**src/rtl/ins_assemble.sv**
```systemverilog
// ============================================================================
// Module      : ins_assemble
// Description : Collects 1-3 byte 8051 instructions from the program-memory
//               byte stream and presents each one as a single held word.
// Revision    : 1.0 - initial release
// ============================================================================
`default_nettype none

module ins_assemble (
   input  logic        clk,
   input  logic        rst_n,
   input  logic        byte_valid,
   input  logic [7:0]  byte_data,
   input  logic [15:0] byte_addr,
   output logic        byte_ready,
   input  logic        flush,
   output logic        ins_valid,
   input  logic        ins_ready,
   output logic [7:0]  opcode,
   output logic [7:0]  operand1,
   output logic [7:0]  operand2,
   output logic [1:0]  ins_len,
   output logic [15:0] ins_pc,
   output logic        illegal
);

   localparam logic [7:0] c_ILLEGAL_OPC = 8'hA5;

   typedef enum logic [1:0] {
      OPC  = 2'd0,
      OPR1 = 2'd1,
      OPR2 = 2'd2,
      HOLD = 2'd3
   } state_t;

   state_t      r_state;
   state_t      w_next;
   logic        w_accept;
   logic [1:0]  w_len;
   logic [7:0]  r_opcode;
   logic [7:0]  r_operand1;
   logic [7:0]  r_operand2;
   logic [1:0]  r_len;
   logic [15:0] r_pc;
   logic        r_illegal;

   // 8051 instruction length from the opcode byte; anything unlisted is 1.
   function automatic logic [1:0] decode_len(input logic [7:0] op);
      logic [1:0] len;
      len = 2'd1;
      if (op[3:0] == 4'h1) len = 2'd2;
      case (op)
         8'h40, 8'h50, 8'h60, 8'h70, 8'h80,
         8'h24, 8'h34, 8'h44, 8'h54, 8'h64, 8'h74, 8'h94,
         8'h05, 8'h15, 8'h25, 8'h35, 8'h45, 8'h55, 8'h65, 8'h95,
         8'hC5, 8'hE5, 8'hF5,
         8'h42, 8'h52, 8'h62, 8'h72, 8'h82, 8'h92, 8'hA2, 8'hB2,
         8'hC2, 8'hD2,
         8'hA0, 8'hB0, 8'hC0, 8'hD0: len = 2'd2;
         default: ;
      endcase
      if ((op >= 8'h76 && op <= 8'h7F) || (op >= 8'h86 && op <= 8'h8F) ||
          (op >= 8'hA6 && op <= 8'hAF) || (op >= 8'hD8 && op <= 8'hDF))
         len = 2'd2;
      case (op)
         8'h02, 8'h12, 8'h10, 8'h20, 8'h30, 8'h43, 8'h53, 8'h63,
         8'h75, 8'h85, 8'h90, 8'hD5: len = 2'd3;
         default: ;
      endcase
      if (op >= 8'hB4 && op <= 8'hBF) len = 2'd3;
      return len;
   endfunction

   assign byte_ready = (r_state != HOLD);
   assign ins_valid  = (r_state == HOLD);
   assign w_accept   = byte_valid && byte_ready && !flush;
   assign w_len      = decode_len(byte_data);

   always_ff @(posedge clk or negedge rst_n) begin
      if (!rst_n) r_state <= OPC;
      else        r_state <= w_next;
   end

   always_comb begin
      w_next = r_state;
      if (flush) begin
         w_next = OPC;
      end else begin
         case (r_state)
            OPC:  if (w_accept) w_next = (w_len == 2'd1) ? HOLD : OPR1;
            OPR1: if (w_accept) w_next = (r_len == 2'd2) ? HOLD : OPR2;
            OPR2: if (w_accept) w_next = HOLD;
            HOLD: if (ins_ready) w_next = OPC;
            default: w_next = OPC;
         endcase
      end
   end

   always_ff @(posedge clk or negedge rst_n) begin
      if (!rst_n) begin
         r_opcode   <= 8'h00;
         r_operand1 <= 8'h00;
         r_operand2 <= 8'h00;
         r_len      <= 2'd1;
         r_pc       <= 16'h0000;
         r_illegal  <= 1'b0;
      end else if (w_accept) begin
         case (r_state)
            OPC: begin
               r_opcode   <= byte_data;
               r_pc       <= byte_addr;
               r_operand1 <= 8'h00;
               r_operand2 <= 8'h00;
               r_len      <= w_len;
               r_illegal  <= (byte_data == c_ILLEGAL_OPC);
            end
            OPR1:    r_operand1 <= byte_data;
            OPR2:    r_operand2 <= byte_data;
            default: ;
         endcase
      end
   end

   assign opcode   = r_opcode;
   assign operand1 = r_operand1;
   assign operand2 = r_operand2;
   assign ins_len  = r_len;
   assign ins_pc   = r_pc;
   assign illegal  = r_illegal;

endmodule

`default_nettype wire

```
**config.mk**
```make
export PLATFORM = sky130hd
export DESIGN_NAME = ins_assemble
export DESIGN_NICKNAME = d
export VERILOG_FILES = /design/src/rtl/ins_assemble.sv
export SDC_FILE = /design/constraint.sdc
export NUM_CORES = 1
export LEC_CHECK = 0
export CAP_MARGIN = 20
export CORE_MARGIN = 2
export CORE_UTILIZATION = 40
export CTS_BUF_LIST = sky130_fd_sc_hd__clkbuf_8
export DETAILED_ROUTE_END_ITERATION = 7
export PLACE_DENSITY = 0.72
export SLEW_MARGIN = 10
export SYNTH_ARGS = -nofsm -noshare
export SYNTH_HDL_FRONTEND = slang
export SYNTH_SLANG_ARGS = --single-unit
```
**constraint.sdc**
```tcl
create_clock -name clk -period 5.4 [get_ports clk]
set_input_delay 0.54 -clock clk [delete_from_list [all_inputs] [get_ports clk]]
set_output_delay 0.54 -clock clk [all_outputs]
set_load 0.01 [all_outputs]
```
# Word level (Yosys, flattened, before mapping)
# Index checks and enable logic that the tools add are counted.
[op_classes] magnitude_cmp=10 reduce_logical=20 eq_ne=61 mux=15
[ops] cell="== test 8 bit, second input constant" n=20
[ops] cell="== test 8 x 7 -> 1 bit, second input constant" n=19
[ops] cell="== test 8 x 6 -> 1 bit, second input constant" n=6
[ops] cell="OR reduction 37 bit" n=1
[ops] cell="greater-or-equal comparator 8 bit, second input constant" n=4
[ops] cell="less-or-equal comparator 8 bit, second input constant" n=4
[ops] cell="one-hot mux 8 bit (2 select lines)" n=2
[ops] cell="== test 8 x 5 -> 1 bit, second input constant" n=3
[ops] cell="two-way mux 2 bit" n=11
[ops] cell="OR reduction 12 bit" n=1
[ops] cell="!= test 3 bit, second input constant" n=3
[ops] cell="== test 8 x 2 -> 1 bit, second input constant" n=1
[ops] cell="== test 8 x 3 -> 1 bit, second input constant" n=1
[ops] cell="greater-or-equal comparator 8 x 7 -> 1 bit, second input constant" n=1
[ops] cell="less-or-equal comparator 8 x 7 -> 1 bit, second input constant" n=1
[ops] cell="one-hot mux 2 bit (4 select lines)" n=1
[ops] cell="logical AND 1 bit" n=7
[ops] cell="== test 2 bit, second input constant" n=3
[ops] cell="AND reduction 2 bit" n=3
[ops] cell="== test 2 x 1 -> 1 bit, second input constant" n=2
[ops] cell="== test 4 x 1 -> 1 bit, second input constant" n=1
[ops] cell="AND reduction 4 bit" n=1
[ops] cell="nonzero test 2 bit" n=2
[ops] cell="logical OR 1 bit" n=3
[ops] cell="5 further kinds" n=5
[totals] out_inout_bits=45 input_bits=29 reg_bits=45

# Longest topological paths before layout
# Gate-level depths: netlist (run 1).
[depth] ltp_word=13 ltp_mapped=8

# Worst setup path before layout (run 1)
# Ideal clock, no wire load.
[synth_path] path_type="flip-flop to flip-flop" from="reg r_state[0]" to="reg r_pc[10] (netlist: ins_pc[10])" stages_incl_launch_ff=8 arrival_ps=1737 n_path_buf=2 slack_ps=3538 required_time_ps=5275 path_cell_list="dfrtp_1 ha_1 nand2b_1 nor2_1 and2_1 clkbuf_1 buf_2 mux2_2"
[synth_via] elab_chain_len=4
[synth_lines] element="from (decl)" line="36" rtl="state_t r_state;"
[synth_lines] element="from (signal assigned)" line="81" rtl="else r_state <= w_next;"
[synth_lines] element="!= test 2 bit" line="74" rtl="assign byte_ready = (r_state != HOLD);"
[synth_lines] element="logical AND 1 bit (2 in a row)" line="76" rtl="assign w_accept = byte_valid && byte_ready && !flush;"
[synth_lines] element="AND reduction 2 bit (no source line) (*)"
[synth_lines] element="to (signal assigned)" line="111" rtl="r_pc <= byte_addr;"
[synth_lines] element="to (decl)" line="44" rtl="logic [15:0] r_pc;"
# Mark *: on every way between the ends. The rest lies on a longest branch, timed or not.
# A chain may end at the register's enable or synchronous reset.

# Final worst setup path (run 1)
[layout_path] from="in byte_data[7]" to="reg r_len[0] (netlist: ins_len[0])"
[layout_via] elab_chain_len=8
[layout_lines] element="from (decl)" line="13" rtl="input logic [7:0] byte_data,"
[layout_lines] element="greater-or-equal comparator 8 x 7 -> 1 bit (tied with other cells)" line="62" rtl="if ((op >= 8'h76 && op <= 8'h7F) || (op >= 8'h86 && op <= 8'h8F) ||"
[layout_lines] element="logical AND 1 bit" line="62"
[layout_lines] element="logical OR 1 bit (2 in a row)" line="62"
[layout_lines] element="logical OR 1 bit" line="63" rtl="(op >= 8'hA6 && op <= 8'hAF) || (op >= 8'hD8 && op <= 8'hDF))"
[layout_lines] element="two-way mux 2 bit" line="62"
[layout_lines] element="two-way mux 2 bit" line="65" rtl="case (op)"
[layout_lines] element="two-way mux 2 bit (*)" line="70" rtl="if (op >= 8'hB4 && op <= 8'hBF) len = 2'd3;"
[layout_lines] element="to (signal assigned)" line="114" rtl="r_len <= w_len;"
[layout_lines] element="to (decl)" line="43" rtl="logic [1:0] r_len;"
# Marked as above.

==> results of run 1 <==
logic make-up after synthesis:
family | share of synthesized area
muxes | 0.1334
and+or+nand+nor | 0.1246
buffers and inverters | 0.04389
DFF | 0.5272
adders and majority gates | 0.02341
AOI/OAI and AO/OA | 0.1475
path summary, 6_finish.rpt:
path	startpoint	endpoint
max	byte_data[7]	ins_len[0]$_DFFE_PN1P_
min	rst_n	ins_pc[4]$_DFFE_PN0P_
max reg2reg	r_state[1]$_DFFE_PN0P_	operand1[7]$_DFFE_PN0P_
min reg2reg	operand1[7]$_DFFE_PN0P_	operand1[7]$_DFFE_PN0P_
max in group asynchronous	rst_n	opcode[0]$_DFFE_PN0P_
min in group clk	operand1[7]$_DFFE_PN0P_	operand1[7]$_DFFE_PN0P_
state kept, by name (all words and copies together) (netlist names):
signal / flops
ins_len: 2
illegal: 1
operand1: 8
opcode: 8
r_state: 2
operand2: 8
ins_pc: 16
stage by stage:
step	cell area (sq um)	total power, mW	std cells	utilization	hold WS (ps)
after floorplan	2138	0.8824	179	-	244.4
after global placement	2892	1.265	308	0.5626	481.4
after detailed placement	2892	1.274	308	0.5626	481.0
after CTS	2997	1.515	316	0.5830	427.9
after global routing	3024	1.600	317	0.5884	275.5
final	3024	1.498	317	0.5884	230.8
cell usage in the layout, fill, tap and decap left out, drive strengths merged, types with 5 or more instances in the layout:
| cell | instances |
|---|---|
| a21oi | 7 |
| a22o | 16 |
| clkbuf | 7 |
| clkdlybuf4s50 | 72 |
| dfrtp | 44 |
| inv | 8 |
| mux2 | 25 |
| nand2b | 5 |
| nor2 | 8 |
| o21ai | 5 |
critical path, delay by kind of cell:
kind            cells  cell delay, ps
compound gates      2             700
buf+inv             1             830
mux                 1             280
simple gates        2             340
report_power, final:
part	switching, mW	internal (mW)	total (mW)	leakage [nW]
clock	0.116	0.118	0.234	0.0549
sequential	0.0858	0.496	0.581	0.561
combinational	0.259	0.423	0.682	0.640
total	0.461	1.04	1.50	1.26
routing by layer:
| layer | vias up | global-route usage |
|---|---|---|
| li1 | 783 | - |
| met1 | 849 | 0.2299 |
| met2 | 61 | 0.2746 |
| met3 | 8 | 0.06588 |
| met4 | 0 | 0.06607 |
| met5 | - | 0 |
final cells by class:
type / count / share of cell area
Inverter: 7 / 0.008688
Tap cell: 70 / 0.02896
Clock inverter: 1 / 0.002896
Clock buffer: 7 / 0.03186
Sequential cell: 45 / 0.3728
Multi-Input combinational cell: 112 / 0.3033
Timing Repair Buffer: 75 / 0.2516
==> run_results.csv, run 1 <==
group,metric,value,unit
route,wl_met3,429,microns
sta,rsz0062_at_grt,"no",
route,wirelength,4.971,mm
power,p_leak,1.256,nW
clock_network,clkTransAtPathRegs,90,ps
clock_network,cts.htree.levels,2,
yosys,synthDistinctLibCells,37,
route,wl_met2,2.236,mm
route,dr.pass1.iters,4,
die,die_width,77.12,microns
die,die_area,5947,sq um
layout,area_growth,41.43,%
worst_setup_path,cp_max_fo,18,
worst_setup_path,slowest_stage,"clkdlybuf4s50_1",
power,p_per_area,495.3,nW/um^2
power,ir_worst_vdd,0.2867,mV
worst_setup_path,r2r_slack,3360,ps
route,wl_met1,2.241,mm
job,cap_violations,0,
worst_setup_path,cp_data_required_time,5630,ps
clock_network,cts_tree,"done",
layout,final_net_count,279,
worst_setup_path,cp_cell_sequence,"clkdlybuf4s50_1 -> nor2b_1 -> o21ai_0 -> a2111oi_0 -> nor4_2 -> mux2_4",
worst_setup_path,rr_worst_depth,7,
yosys,synthTopCellsByCount,"dfrtp_1, mux2_2, a22o_1",
die,core,5140,sq um
yosys,synth.ff_latch_count,45,
yosys,syn_area_per_cell,11.95,sq um
route,wl_per_cell,15.68,microns
run_status,status,"finished, final reports clean",
sta,clock_skew,4.788,ps
clock_network,insertion_delay,300,ps
place,place_congestion,0.8231,
die,io_pins,74,
sta,slew_headroom,0.5920,
layout,fill_cells,477,
die,die_height,77.12,microns
yosys,yosysTopAreaCellShare,0.5149,
sta,setup_tns,0,ps
place,io_buffers,73,
sta,layout_setup_ws,2952,ps
global_route,grt_pass1_vias,1740,
clock_network,clockRootBuffer,"clkbuf_8",
layout,regArea,1127,sq um
sta,min_period_over_period,0.4534,
place,dp_hpwl,3.306,mm
yosys,yosys_warnings,0,
yosys,synth.most_common_cell,"dfrtp_1",
sta,hold_viol_final,0,
clock_network,post_cts_buffers,0,
route,viasPerCell,5.366,
hold_path,hold_path_class,"input port to async pin",
sta,finalMaxSlewViolations,0,
clock_network,ctsResizeCount,0,
sta,worst_slew_pin_slew,596.5,ps
yosys,synth_area_leaders,"dfrtp_1, mux2_2, a22o_1",
global_route,grt_max_degree,46,
worst_setup_path,worst_path_largest_cell_delay,830,ps
worst_setup_path,cp.arrival,2680,ps
worst_setup_path,startpoint_type,"input port",
global_route,grt_pass1_wl,8.438,mm
place,pre_cts_slack,2662,ps
yosys,synth_edf_count,0,
clock_network,clock_path_buffers,2,
die,initial_utilization,0.4160,
route,route.vias.total,1701,
route,drc_errors,0,
worst_setup_path,cp-end-kind,"register",
route,first_iter_violations,50,
yosys,synthArstFlopShare,1.000,
yosys,synth-seq-area-share,0.5272,
sta,clock.fmax,408.4,MHz
global_route,grt_usage,0.1781,
layout,multi_input_area,917.1,sq um
global_route,antenna_found_initial,0,
clock_network,cts_buffers,5,
clock_network,hold_buffers,0,
worst_setup_path,worstSetupPathType,"input port to register",
sta,setup_viol,0,
yosys,synth.largest_area_cell,"dfrtp_1",
yosys,synth_nets,212,
yosys,syn_inst,179,
yosys,synth_area,2138,sq um
die,rows,26,
global_route,grt_overflow,0,
layout,drive_gt1_frac,0.1579,
yosys,synth_ff_type,"dfrtp_1",
route,ant_nets,0,
sta,fin_crit,2448,ps
route,dr.max_layer_used,"met4",
layout,diodes,0,
clock_network,clock-sinks,45,
(Power assumes the default switching activity.)
==> inputs of run 2 (changes only) <==
Clock period 5.4 ns to 2.51 ns, I/O delays scaled along.
==> run 2 against run 1 <==
Critical path depth grew 1. Sequential cell count is the same. Highest routed layer unchanged. Combinational power grew 120%. Critical path type is now register to register. Clock skew is 2.2 ps lower.
==> run_results.csv, run 2 (same netlist as run 1, synthesis figures left out) <==
group,metric,value,unit
run_status,status,"finished, final reports clean",
layout,largest_reg_flops,16,
global_route,grt_pass1_vias,1767,
sta,worst_slew_pin_slew,561.2,ps
sta,hold_viol_final,0,
route,first_iter_violations,71,
route,drc_errors,0,
sta,finalMaxSlewViolations,0,
layout,regArea,1127,sq um
job,cap_violations,0,
die,io_pins,74,
sta,rsz0062_at_grt,"no",
route,route.vias.total,1724,
sta,fin_crit,2078,ps
power,p_leak,1.306,nW
sta,setup_viol,0,
worst_setup_path,cp_data_required_time,2700,ps
worst_setup_path,reg2reg_from,"r_state[0]$_DFFE_PN0P_",
route,ant_nets,0,
place,dp_hpwl,3.669,mm
clock_network,insertion_delay,290,ps
power,p_per_area,1045,nW/um^2
route,viasPerCell,5.256,
power,p_total,3.242,mW
die,core,5140,sq um
layout,final_net_count,290,
sta,min_period_over_period,0.8279,
route,wl_per_cell,15.55,microns
worst_setup_path,rr_worst_depth,7,
worst_setup_path,cp-end-kind,"register",
worst_setup_path,cp_max_fo,25,
place,io_buffers,73,
worst_setup_path,r2r-end,"operand1[3]$_DFFE_PN0P_",
sta,slew_headroom,0.6245,
clock_network,clock-sinks,45,
route,wirelength,5.102,mm
global_route,grt_pass1_wl,8.569,mm
die,rows,26,
clock_network,cts.htree.levels,2,
worst_setup_path,startpoint_type,"register",
die,die_width,77.12,microns
die,die_area,5947,sq um
worst_setup_path,cp.arrival,2260,ps
layout,final_common_cell,"clkdlybuf4s50_1",
die,initial_utilization,0.4160,
place,place_area,2967,sq um
clock_network,cts_buffers,5,
sta,holdWs,323.8,ps
place,pre_cts_slack,310.0,ps
place,place_congestion,0.8701,
global_route,grt_overflow,0,
clock_network,cts_tree,"done",
sta,setup_tns,0,ps
global_route,grt_max_degree,46,
route,dr.pass1.iters,4,
sta,clock_skew,2.590,ps
clock_network,clkTransAtPathRegs,90,ps
clock_network,clock_path_buffers,2,
die,die_height,77.12,microns
worst_setup_path,worstSetupPathType,"register to register",
layout,diodes,0,
worst_setup_path,r2r_slack,430,ps
layout,area_growth,45.06,%
clock_network,clockRootBuffer,"clkbuf_8",
layout,layout_common_cells,"clkdlybuf4s50_1, dfrtp_1, mux2_2",
global_route,grt_usage,0.1813,
layout,fill_cells,468,
layout,fin_area,3102,sq um
clock_network,ctsResizeCount,0,
hold_path,hold_path_class,"input port to async pin",
sta,clock.fmax,481.2,MHz
worst_setup_path,startpoint,"r_state[0]$_DFFE_PN0P_",
global_route,antenna_found_initial,0,
sta,layout_setup_ws,432.1,ps
layout,multi_input_area,917.1,sq um
layout,drive_gt1_frac,0.1899,
power,ir_worst_vdd,0.6995,mV
run 2: cell types whose count changed in the layout (fill, tap and decap cells not counted):
| cell | previous run | this run |
|---|---|---|
| dlygate4sd3_1 | 0 | 1 |
| buf_4 | 1 | 11 |
| buf_12 | 0 | 1 |
| buf_16 | 1 | 0 |
run 2: power by group:
part | switching (mW) | internal (mW)
combinational | 0.559 | 0.923
sequential | 0.187 | 1.07
clock | 0.252 | 0.254
total | 0.998 | 2.24
run 2: final cells by class:
type	count	share of cell area
clock buffers	7	0.03106
clock inverters	1	0.002824
inverters	7	0.008471
multi-input cells	112	0.2957
flip-flops and latches	45	0.3635
well taps	70	0.02824
repair buffers	86	0.2703
run 2: how the worst max path moves through the flow:
stage / endpoint / slack [ps] / depth (start not counted)
floorplan: ins_pc[10]$_DFFE_PN0P_ / 650 / 7
detailed placement: ins_len[0]$_DFFE_PN1P_ / 310 / 7
global placement: ins_len[0]$_DFFE_PN1P_ / 320 / 6
CTS: operand1[3]$_DFFE_PN0P_ / 450 / 7
global route: operand1[3]$_DFFE_PN0P_ / 230 / 7
finish: operand1[3]$_DFFE_PN0P_ / 430 / 7
run 2: per-layer routing:
metal / vias to the layer above / wire length, microns / global-route usage
li1: 810 / - / -
met1: 833 / 2210 / 0.2305
met3: 7 / 484 / 0.07294
met5: - / 0 / 0
met2: 74 / 2361 / 0.2877
met4: 0 / 46 / 0.05000
run 2: metrics by stage:
step | std cells | util
floorplan | 179 | -
global placement | 318 | 0.5772
detailed placement | 318 | 0.5772
CTS | 326 | 0.5976
global route | 328 | 0.6035
finish | 328 | 0.6035
run 2: worst max-delay path, stage by stage, from the launching register on:
cell	delay [ps]
dfrtp_1	430
ha_1	250
nand2b_1	180
nor2_1	160
and2_1	170
buf_4	320
nor2_1	230
a22o_1	230
run 2: repair_timing:
action,4_1_cts,5_1_grt
setup buffers,0,0
hold buffers,0,1
endpoints found under the hold margin,0,7
==> inputs of run 3 (changes only) <==
Clock period 2.51 ns to 2.1 ns, I/O delays scaled along.
==> run 3 against run 2 <==
Sequential power increased by 20%. Total power increased by 17%. Utilization grew 1.4 points. Global-route usage grew 0.72 points. Largest cell class unchanged. Highest routed layer unchanged.
==> run_results.csv, run 3 (same netlist as run 1, synthesis figures left out) <==
group,metric,value,unit
run_status,status,"finished, final reports clean",
global_route,antenna_found_initial,0,
die,io_pins,74,
layout,final_net_count,303,
job,cap_violations,0,
layout,regArea,1127,sq um
layout,area_growth,48.51,%
hold_path,hold_path_class,"input port to async pin",
power,p_per_area,1199,nW/um^2
layout,largest_reg_flops,16,
clock_network,clock_path_buffers,2,
power,ir_worst_vdd,0.7225,mV
layout,drive_gt1_frac,0.2296,
global_route,grt_max_degree,40,
clock_network,clock-sinks,45,
clock_network,cts_buffers,5,
route,ant_nets,0,
sta,min_period_over_period,0.9274,
layout,final_common_cell,"clkdlybuf4s50_1",
worst_setup_path,cp-end-kind,"register",
clock_network,post_cts_buffers,0,
global_route,grt_overflow,0,
die,initial_utilization,0.4160,
die,die_width,77.12,microns
route,drc_errors,0,
power,comb_power_share,0.473,
power,switching_share,0.3104,
clock_network,clkTransAtPathRegs,80,ps
global_route,grt_usage,0.1885,
layout,diodes,0,
place,place_area,3092,sq um
clock_network,cts.htree.levels,2,
sta,finalMaxSlewViolations,0,
place,io_buffers,73,
route,wirelength,5.242,mm
global_route,grt_pass1_wl,9.004,mm
die,die_area,5947,sq um
layout,multi_input_area,919.6,sq um
clock_network,insertion_delay,290,ps
global_route,grt_pass1_vias,1881,
die,core,5140,sq um
route,route.vias.total,1769,
layout,fill_cells,458,
sta,clock_skew,3.090,ps
place,place_congestion,0.8659,
layout,fin_area,3176,sq um
power,p_seq_frac,0.393,
power,p_leak,1.360,nW
worst_setup_path,worstSetupPathType,"register to register",
worst_setup_path,cp_data_required_time,2330,ps
sta,fin_crit,1948,ps
power,switchingPower,1.182,mW
route,first_iter_violations,54,
route,viasPerCell,5.203,
die,die_height,77.12,microns
worst_setup_path,cp_max_fo,26,
clock_network,clockRootBuffer,"clkbuf_8",
power,p_total,3.809,mW
route,wl_per_cell,15.42,microns
clock_network,cts_tree,"done",
route,dr.pass1.iters,4,
sta,hold_viol_final,0,
power,power.internal,2.626,mW
worst_setup_path,startpoint_type,"register",
place,dp_hpwl,3.876,mm
worst_setup_path,cp.arrival,2180,ps
sta,clock.fmax,513.5,MHz
sta,worst_slew_pin_slew,849.3,ps
power,p_clk_frac,0.134,
die,rows,26,
layout,layout_common_cells,"clkdlybuf4s50_1, dfrtp_1, buf_4",
sta,slew_headroom,0.4338,
sta,setup_viol,0,
sta,rsz0062_at_grt,"no",
-- run 3: changes by cell type in the layout (fill, tap and decap cells not counted), sizes merged --
cell | before | now
clkinv | 0 | 1
buf | 13 | 27
clkbuf | 7 | 5
dlygate4sd3 | 1 | 0
-- run 3: final cells by class --
class	count	area share
sequential	45	0.3550
timing repair buffer	99	0.2939
multi-input combinational	112	0.2896
tap	70	0.02758
clock buffer	5	0.02167
inverter	7	0.008274
clock inverter	2	0.003940
-- run 3: through the flow --
stage	TNS, ps	std cells	util	setup slack (ps)	hold slack (ps)
3_3_place_gp	-88.12	333	0.6015	-46.10	372.7
4_1_cts	0	340	0.6173	158.7	46.47
2_1_floorplan	0	179	-	238.2	-85.59
6_report	0	340	0.6178	152.4	21.04
5_1_grt	0	340	0.6178	10.03	100.3
3_5_place_dp	-196.7	333	0.6015	-80.48	365.1
-- run 3: power by group through the flow --
stage,logic (mW),registers [mW],clock network [mW]
after floorplan,0.585,1.68,0
after global placement,1.81,1.50,0
after detailed placement,1.82,1.51,0
after CTS,1.83,1.50,0.530
after global routing,1.94,1.56,0.565
final,1.80,1.50,0.512
-- run 3: timing repair --
| action | 4_1_cts | 5_1_grt |
|---|---|---|
| gates resized for setup | 0 | 1 |
| hold buffers | 0 | 0 |
| setup endpoints to repair | 0 | 4 |
| endpoints found under the hold margin | 0 | 0 |
-- run 3: path summary, 6_finish.rpt --
path                       depth (start not counted)  slack (ps)                    start                       to
max                                                7         150   r_state[1]$_DFFE_PN0P_  operand1[2]$_DFFE_PN0P_
max in group asynchronous                          2        1460                    rst_n  operand2[0]$_DFFE_PN0P_
min reg2reg                                        1         510  operand1[0]$_DFFE_PN0P_  operand1[0]$_DFFE_PN0P_
min                                                1          20                    rst_n   ins_pc[11]$_DFFE_PN0P_
max reg2reg                                        7         150   r_state[1]$_DFFE_PN0P_  operand1[2]$_DFFE_PN0P_
min in group clk                                   1         510  operand1[0]$_DFFE_PN0P_  operand1[0]$_DFFE_PN0P_
-- run 3: critical path, cell delays in order (launching register included) --
cell	delay, ps
dfrtp_1	420
ha_1	220
nand2b_1	140
nor2_1	60
and2_1	200
buf_12	170
nor2_1	450
a22o_1	210
-- run 3: metal layers --
metal	share of wire	up-vias	wire length, microns	global-route usage
li1	-	832	-	-
met1	0.44	878	2317	0.2439
met2	0.48	54	2508	0.3088
met3	0.075	5	392	0.06235
met4	0.0044	0	23	0.04286
met5	0	-	0	0
